`config.mk`:
```
export PLATFORM = sky130hd
export DESIGN_NAME = mul_div_unit
export DESIGN_NICKNAME = d
export VERILOG_FILES = /design/src/rtl/mul_div_unit.sv
export SDC_FILE = /design/constraint.sdc
export NUM_CORES = 1
export LEC_CHECK = 0
export CORE_UTILIZATION = 40
export CTS_BUF_LIST = sky130_fd_sc_hd__clkbuf_4 sky130_fd_sc_hd__clkbuf_8
export DETAILED_ROUTE_END_ITERATION = 8
export SYNTH_ARGS = -nofsm -noshare
export SYNTH_HDL_FRONTEND = slang
export SYNTH_SLANG_ARGS = --single-unit
export TNS_END_PERCENT = 10
```
`constraint.sdc`:
```
create_clock -name clk -period 6 [get_ports clk]
set_clock_uncertainty 0.15 [all_clocks]
set_input_delay 1.2 -clock clk [delete_from_list [all_inputs] [get_ports clk]]
set_output_delay 1.2 -clock clk [all_outputs]
set_load 0.1 [all_outputs]
```
`src/rtl/mul_div_unit.sv`:
```
// Iterative HI/LO multiply/divide unit (shift-add multiply, restoring divide) owning HI/LO.
// Optional MUL_DIV_FAST_MUL_EN: single-cycle MULT/MULTU via a combinational 64-bit multiply.
module mul_div_unit #(
  parameter int WIDTH = 32,
  parameter int CNT_W = 6
) (
  input  logic             clk,
  input  logic             reset_n,
  input  logic             in_valid,
  output logic             in_ready,
  input  logic [5:0]       aluFunct,
  input  logic [WIDTH-1:0] opA,
  input  logic [WIDTH-1:0] opB,
  input  logic             flush,
  output logic             res_valid,
  output logic [WIDTH-1:0] result,
  output logic             done,
  output logic             busy,
  output logic [WIDTH-1:0] hi,
  output logic [WIDTH-1:0] lo
);

  localparam logic [5:0] FUN_MFHI  = 6'h10;
  localparam logic [5:0] FUN_MTHI  = 6'h11;
  localparam logic [5:0] FUN_MFLO  = 6'h12;
  localparam logic [5:0] FUN_MTLO  = 6'h13;
  localparam logic [5:0] FUN_MULT  = 6'h18;
  localparam logic [5:0] FUN_MULTU = 6'h19;
  localparam logic [5:0] FUN_DIV   = 6'h1A;
  localparam logic [5:0] FUN_DIVU  = 6'h1B;

  typedef enum logic [1:0] {S_IDLE, S_MUL, S_DIV} state_e;

  state_e             state_q, state_d;
  logic [CNT_W-1:0]   count_q, count_d;
  logic [2*WIDTH-1:0] p_q, p_d;
  logic [WIDTH-1:0]   d_q, d_d;
  logic               neg_q, neg_d, negr_q, negr_d, dz_q, dz_d;
  logic [WIDTH-1:0]   hi_q, hi_d, lo_q, lo_d, result_q, result_d;
  logic               res_valid_q, res_valid_d, done_q, done_d;

  logic               accept, is_signed, last;
  logic [WIDTH-1:0]   a_mag, b_mag;
  logic [WIDTH:0]     sum, trial;
  logic [2*WIDTH-1:0] fix;
`ifdef MUL_DIV_FAST_MUL_EN
  logic [2*WIDTH-1:0] ext_a, ext_b;
`endif

  always_ff @(posedge clk or negedge reset_n) begin
    if (!reset_n) begin
      state_q     <= S_IDLE;
      count_q     <= '0;
      p_q         <= '0;
      d_q         <= '0;
      neg_q       <= 1'b0;
      negr_q      <= 1'b0;
      dz_q        <= 1'b0;
      hi_q        <= '0;
      lo_q        <= '0;
      result_q    <= '0;
      res_valid_q <= 1'b0;
      done_q      <= 1'b0;
    end else begin
      state_q     <= state_d;
      count_q     <= count_d;
      p_q         <= p_d;
      d_q         <= d_d;
      neg_q       <= neg_d;
      negr_q      <= negr_d;
      dz_q        <= dz_d;
      hi_q        <= hi_d;
      lo_q        <= lo_d;
      result_q    <= result_d;
      res_valid_q <= res_valid_d;
      done_q      <= done_d;
    end
  end

  always_comb begin
    state_d     = state_q;
    count_d     = count_q;
    p_d         = p_q;
    d_d         = d_q;
    neg_d       = neg_q;
    negr_d      = negr_q;
    dz_d        = dz_q;
    hi_d        = hi_q;
    lo_d        = lo_q;
    result_d    = result_q;
    res_valid_d = 1'b0;
    done_d      = 1'b0;
    sum         = '0;
    trial       = '0;
    fix         = '0;
    accept      = in_valid && (state_q == S_IDLE) && !flush;
    is_signed   = (aluFunct == FUN_MULT) || (aluFunct == FUN_DIV);
    a_mag       = (is_signed && opA[WIDTH-1]) ? -opA : opA;
    b_mag       = (is_signed && opB[WIDTH-1]) ? -opB : opB;
    last        = (count_q == CNT_W'(WIDTH-1));
`ifdef MUL_DIV_FAST_MUL_EN
    ext_a       = is_signed ? {{WIDTH{opA[WIDTH-1]}}, opA} : {{WIDTH{1'b0}}, opA};
    ext_b       = is_signed ? {{WIDTH{opB[WIDTH-1]}}, opB} : {{WIDTH{1'b0}}, opB};
`endif
    case (state_q)
      S_IDLE: begin
        if (accept) begin
          case (aluFunct)
            FUN_MFHI: begin result_d = hi_q; res_valid_d = 1'b1; end
            FUN_MFLO: begin result_d = lo_q; res_valid_d = 1'b1; end
            FUN_MTHI: hi_d = opA;
            FUN_MTLO: lo_d = opA;
            FUN_MULT, FUN_MULTU: begin
`ifdef MUL_DIV_FAST_MUL_EN
              {hi_d, lo_d} = ext_a * ext_b;
              done_d       = 1'b1;
`else
              state_d = S_MUL;
              count_d = '0;
              d_d     = a_mag;
              p_d     = {{WIDTH{1'b0}}, b_mag};
              neg_d   = is_signed && (opA[WIDTH-1] ^ opB[WIDTH-1]);
              negr_d  = 1'b0;
              dz_d    = 1'b0;
`endif
            end
            FUN_DIV, FUN_DIVU: begin
              state_d = S_DIV;
              count_d = '0;
              d_d     = b_mag;
              p_d     = {{WIDTH{1'b0}}, a_mag};
              neg_d   = is_signed && (opA[WIDTH-1] ^ opB[WIDTH-1]);
              negr_d  = is_signed && opA[WIDTH-1];
              dz_d    = (opB == '0);
            end
            default: ;
          endcase
        end
      end
      S_MUL: begin
        if (flush) begin
          state_d = S_IDLE;
        end else begin
          // upper half accumulates, whole product/multiplier pair shifts right
          sum     = {1'b0, p_q[2*WIDTH-1:WIDTH]} + (p_q[0] ? {1'b0, d_q} : '0);
          p_d     = {sum, p_q[WIDTH-1:1]};
          count_d = count_q + CNT_W'(1);
          if (last) begin
            fix          = neg_q ? -p_d : p_d;
            {hi_d, lo_d} = fix;
            state_d      = S_IDLE;
            done_d       = 1'b1;
          end
        end
      end
      S_DIV: begin
        if (flush) begin
          state_d = S_IDLE;
        end else begin
          trial = p_q[2*WIDTH-1:WIDTH-1] - {1'b0, d_q};
          if (!trial[WIDTH]) p_d = {trial[WIDTH-1:0], p_q[WIDTH-2:0], 1'b1};
          else               p_d = {p_q[2*WIDTH-2:0], 1'b0};
          count_d = count_q + CNT_W'(1);
          if (last) begin
            // divide-by-zero keeps the all-ones quotient; remainder sign restores opA
            lo_d    = (neg_q && !dz_q) ? -p_d[WIDTH-1:0] : p_d[WIDTH-1:0];
            hi_d    = negr_q ? -p_d[2*WIDTH-1:WIDTH] : p_d[2*WIDTH-1:WIDTH];
            state_d = S_IDLE;
            done_d  = 1'b1;
          end
        end
      end
      default: state_d = S_IDLE;
    endcase
  end

  always_comb begin
    in_ready  = reset_n && (state_q == S_IDLE);
    busy      = (state_q != S_IDLE);
    res_valid = res_valid_q;
    done      = done_q;
    result    = result_q;
    hi        = hi_q;
    lo        = lo_q;
  end

endmodule

```
### Yosys cells after proc, flatten, opt, wreduce, memory -nomap -nowiden

Index checks and enable logic that the tools add are counted.
W data, S select, Z words.

* bits of input ports: 74
* logic and storage cells: 120
* bits in registers: 205
* output and inout bits: 100

* reductions and logical operators: 30
* equality and inequality tests: 22
* $add $sub $neg: 8
* mux-type cells: 47
* bitwise operators: 1

Operators by type and width (count)
* $mux W32: 17
* $mux W64: 7
* $pmux W32 S3: 2
* $pmux W64 S3: 1
* $neg A32 Y32: 4
* $pmux W32 S2: 2
* $pmux W64 S2: 1
* $neg A64 Y64: 1
* $eq A6 B5 Y1 const B: 9
* $add A32 B32 Y33: 1
* $sub A33 B32 Y33: 1
* $logic_not A32 Y1: 1
* $mux W6: 3
* $ne A2 B2 Y1 const B: 7
* $reduce_and A7 Y1: 2
* $pmux W6 S2: 1
* $reduce_and A3 Y1: 4
* $pmux W2 S2: 2
* $reduce_bool A2 Y1: 4
* $reduce_or A2 Y1: 4
* $logic_and A1 B1 Y1: 7
* $add A6 B1 Y6 const B: 1
* $mux W1: 6
* $mux W2: 3
* other kinds (13): 17

### Longest topological paths before layout

* depth after elaboration: 9
* depth in mapped cells: 22

### Worst setup path before layout

Ideal clock, no wire load.

* kind: register -> register
* start point: register p_q[31]
* end point: register hi_q[18] (netlist: hi[18])
* cell stages (with the launch flop): 22
* setup slack: 1159 ps
* arrival: 4558 ps
* buffers on the path: 3
* period minus slack after synthesis: 4841 ps
* path through: dfrtp_1 -> clkbuf_1 -> inv_1 -> ha_1 -> fa_1 -> nor2b_1 -> o21a_1 -> o22a_1 -> o211ai_1 -> a221oi_2 -> inv_2 -> clkbuf_1 -> buf_1 -> a21oi_1 -> ha_1 -> nand3_1 -> nor3_1 -> a21oi_1 -> o41ai_1 -> xor2_1 -> a221oi_1 -> o31ai_1

* longest elaborated chain between the ends: 9
* elaborated cells between the ends (all ways): 13

Ends and longest elaborated chain
* start, declared: RTL line 36 `logic [2*WIDTH-1:0] p_q, p_d;`
* start signal, assigned: RTL line 67 `p_q <= p_d;`
* $sub A33 B32 Y33: RTL line 160 `trial = p_q[2*WIDTH-1:WIDTH-1] - {1'b0, d_q};`
* $mux W64: RTL line 161 `if (!trial[WIDTH]) p_d = {trial[WIDTH-1:0], p_q[WIDTH-2:0], 1'b1};`
* $mux W64: RTL line 157 `if (flush) begin`
* $mux W64: RTL line 105 `case (state_q)`
* $neg A32 Y32: RTL line 167 `hi_d = negr_q ? -p_d[2*WIDTH-1:WIDTH] : p_d[2*WIDTH-1:WIDTH];`
* $mux W32: RTL line 167
* $mux W32: RTL line 164 `if (last) begin`
* $mux W32: RTL line 157
* $pmux W32 S3 *: RTL line 105
* end signal, assigned: RTL line 72 `hi_q <= hi_d;`
* end, declared: RTL line 39 `logic [WIDTH-1:0] hi_q, hi_d, lo_q, lo_d, result_q, result_d;`

Mark *: on every way between the ends. The rest lies on a longest branch, timed or not. The select of a mux whose other input is x is not followed.
A chain may end at the register's enable or synchronous reset.

### Worst setup path in the final report

* start point: register p_q[0]
* end point: register hi_q[27] (netlist: hi[27])

* longest elaborated chain between the ends: 7

Ends and longest elaborated chain
* $mux W32 *: RTL line 145 `sum = {1'b0, p_q[2*WIDTH-1:WIDTH]} + (p_q[0] ? {1'b0, d_q} : '0);`
* $add A32 B32 Y33 *: RTL line 145
* $neg A64 Y64: RTL line 149 `fix = neg_q ? -p_d : p_d;`
* $mux W64 *: RTL line 149
* $mux W32 *: RTL line 148 `if (last) begin`
* $mux W32 *: RTL line 141 `if (flush) begin`
* $pmux W32 S3 *: RTL line 105

Marked as above.

==> flow_summary.json <==
{
  "hold_viol_final": 0,
  "slew_viol_final": 0,
  "grt_use_met3_pct": 6.97,
  "clock.fmax_mhz": 176,
  "multi_input_area_um2": 13300,
  "synth.top_cell.area_share_pct": 26.4,
  "syn_area_um2": 19400,
  "fin_setup_tns_ps": 0,
  "cp.arrival_ps": 5960,
  "rr_worst_depth": 16,
  "grt_pass1_vias": 19100,
  "place.gp.congestion": 0.973,
  "switching_share_pct": 56.6,
  "crit_type": "flip-flop to flip-flop",
  "num_rows": 80,
  "viasPerCell": 6.29,
  "wl_per_cell_um": 24.9,
  "dp_hpwl_um": 62600,
  "synthArstFlopShare_pct": 100,
  "ys_warn_count": 0,
  "cts_buffers": 39,
  "io_buffers": 173,
  "drt-total-wl_um": 81700,
  "r2r-start": "p_q[0]",
  "busiest_layer": "met2",
  "syn_inst": 2571,
  "antenna_found_initial": 1,
  "clockRootBuffer": "clkbuf_8",
  "grt.overflow.total": 0,
  "setup_viol": 0,
  "crit_path_start_kind": "flip-flop",
  "area_growth_pct": 15.8,
  "required_ps": 6280,
  "worst_pin_slew_ps": 1190,
  "relSlewSlack_pct": 20.5,
  "critPathMaxFanout": 25,
  "p_comb_share_pct": 61.9,
  "vias": 20600,
  "status": "complete, no violations",
  "p_clk_share_pct": 14.8,
  "num_io_pins": 174,
  "yosysMostFrequentCell": "nand2_1",
  "cts_sinks": 205,
  "grt_max_degree": 93,
  "p_per_area_nw_per_um2": 476,
  "dr.first_iter.drc_count": 2452,
  "detail-route-antenna-nets": 0,
  "cts.clk_slew.worst_paths_ps": 60,
  "min_period_ps": 5680,
  "crit_path_end_kind": "flip-flop",
  "drive_above_1_share_pct": 6.71,
  "grtUsageMet2_pct": 47.5,
  "avgSynthCellArea_um2": 7.55,
  "drc_errors": 0,
  "initial_utilization_pct": 40.6,
  "gr-usage-met1_pct": 45.1,
  "hold_end": "result[27]",
  "hold_buffers": 0,
  "die_w_um": 222,
  "fin_hold_ws_ps": 329,
  "synth_top_cells_by_area": "dfrtp_1 (26%), o21ai_0 (7.1%), nand2_1 (6.5%)",
  "postCtsSetupBuffers": 0,
  "crit_slowest_cell": "or4_1",
  "die_area_um2": 49400,
  "core_area_um2": 47700,
  "p_int_mw": 4.64,
  "hold_path.class": "flip-flop to flip-flop",
  "nets": 2790,
  "cts_tree": "yes",
  "worstPathCellList": "clkinv_1, buf_4, nor2_1, ha_1, a21oi_1, a21oi_1, o21a_1, a211oi_2, xnor2_1, or4_1, nand4b_1, or2_4, o31ai_4, xor2_1, a221oi_1, o31ai_2",
  "synth_edf_count": 0,
  "clk_latency_ps": 580,
  "fin_total_pwr_mw": 10.7,
  "drt_pass1_iterations": 5,
  "min_from": "result[27]",
  "die_h_um": 222,
  "htreeDepth": 2,
  "worstReg2RegEnd": "hi[27]",
  "cp_common_cell": "a21oi_1",
  "track_usage_pct": 32.4,
  "rsz0062_at_grt": "false",
  "ys_types": 84,
  "grt_pass1_wl_um": 122000,
  "max-cap-violations": 0,
  "yosysTopAreaCell": "dfrtp_1",
  "r2r_setup_slack_ps": 320,
  "regArea_um2": 5130,
  "critPathMaxStageDelay_ps": 660,
  "synthFlopType": "dfrtp_1",
  "ir_drop_uv": 300,
  "synth_top_cells_by_count": "nand2_1 (337), o21ai_0 (275), nor2_1 (245)",
  "fillCellCount": 4727,
  "hold_depth": 2,
  "power.leakage_nw": 9.31,
  "yosysSeqAreaShare_pct": 26.4,
  "clockBufferDepth": 3,
  "synth_seq_cells": 205,
  "power_frac_seq_pct": 23.3,
  "p_switching_mw": 6.06,
  "diodes": 0,
  "fin_crit_sh_pct": 94.6,
  "syn_nets": 2721
}
==> cells by family (layout without fill, tap and decap cells) <==
family / Yosys count / count (layout) / synth area share, %
buf+inv: 266 / 362 / 5.21
fa+ha+maj: 76 / 76 / 4.98
compound gates: 852 / 852 / 28.7
xor+xnor: 211 / 211 / 9.53
mux: 79 / 79 / 4.17
simple gates: 882 / 882 / 20.9
flops: 205 / 205 / 26.4
==> cell type report <==
class,count,area share (%)
well taps,615,3.43
inverters,80,1.34
flip-flops and latches,205,22.8
repair buffers,214,9.12
multi-input cells,2100,59.4
clock inverters,10,0.585
clock buffers,58,3.28
==> routing by layer <==
layer	part of all wire (%)	vias up
met3	9.5	181
li1	-	9520
met5	0	-
met4	5.2	0
met1	43	9870
met2	42	1066
==> how the worst max path moves through the flow <==
stage,start,endpoint,depth (start not counted)
detailed placement,p_q[0],hi[23],15
finish,p_q[0],hi[27],16
global route,p_q[0],hi[27],16
floorplan,p_q[31],hi[18],21
CTS,p_q[0],hi[23],15
global placement,p_q[0],hi[23],15
==> placed cells by master, fill, tap and decap left out, types with 26 or more instances in the layout <==
cell type	Yosys	final
o21ai_0	275	274
a221oi_1	49	48
nor2_1	245	242
a31oi_1	27	27
xor2_1	74	74
a22oi_1	30	30
o31ai_1	83	83
inv_1	76	76
clkdlybuf4s50_1	0	170
nand4_1	26	26
or3_1	32	32
a21o_1	36	34
ha_1	74	71
clkbuf_8	0	48
buf_4	0	41
nand2_1	337	335
xnor2_1	137	137
nand3_1	44	44
mux2i_1	65	65
dfrtp_1	205	204
nor3_1	51	51
a21oi_1	156	155
==> critical path, delay by kind of cell (launching register included) <==
kind                     cells  cell delay (ps)
buffers and inverters        2              690
AND/OR/NAND/NOR              4             1620
flip-flops                   1              420
AO/OA/AOI/OAI                7             1900
XOR/XNOR                     2              380
adder cells (fa/ha/maj)      1              350
==> registers in the layout, indices dropped and copies added, names as in the netlist <==
register   flops
count_q        6
d_q           32
done           1
dz_q           1
hi            32
lo            32
neg_q          1
negr_q         1
p_q           64
res_valid      1
result        32
state_q        2
==> metrics by stage <==
step	setup slack (ps)	area, um2	cells	utilization, %
finish	325	22500	3282	47.0
global route	155	22500	3282	47.0
CTS	197	22400	3282	47.0
detailed placement	254	21600	3214	45.2
global placement	318	21600	3214	45.2
floorplan	1160	19400	2571	-
==> timing repair <==
action | in CTS | in global routing
endpoints found under the hold margin | 0 | 0
resized for setup | 0 | 3
setup endpoints to repair | 0 | 2
==> power by group through the flow <==
stage	logic, mW	clock network (mW)	registers (mW)
after floorplan	3.06	0	3.92
after global placement	6.48	0	2.46
after detailed placement	6.52	0	2.48
after CTS	6.54	1.60	2.46
after global routing	6.99	1.66	2.54
final	6.62	1.59	2.50
Power figures use the tool's default switching activity.
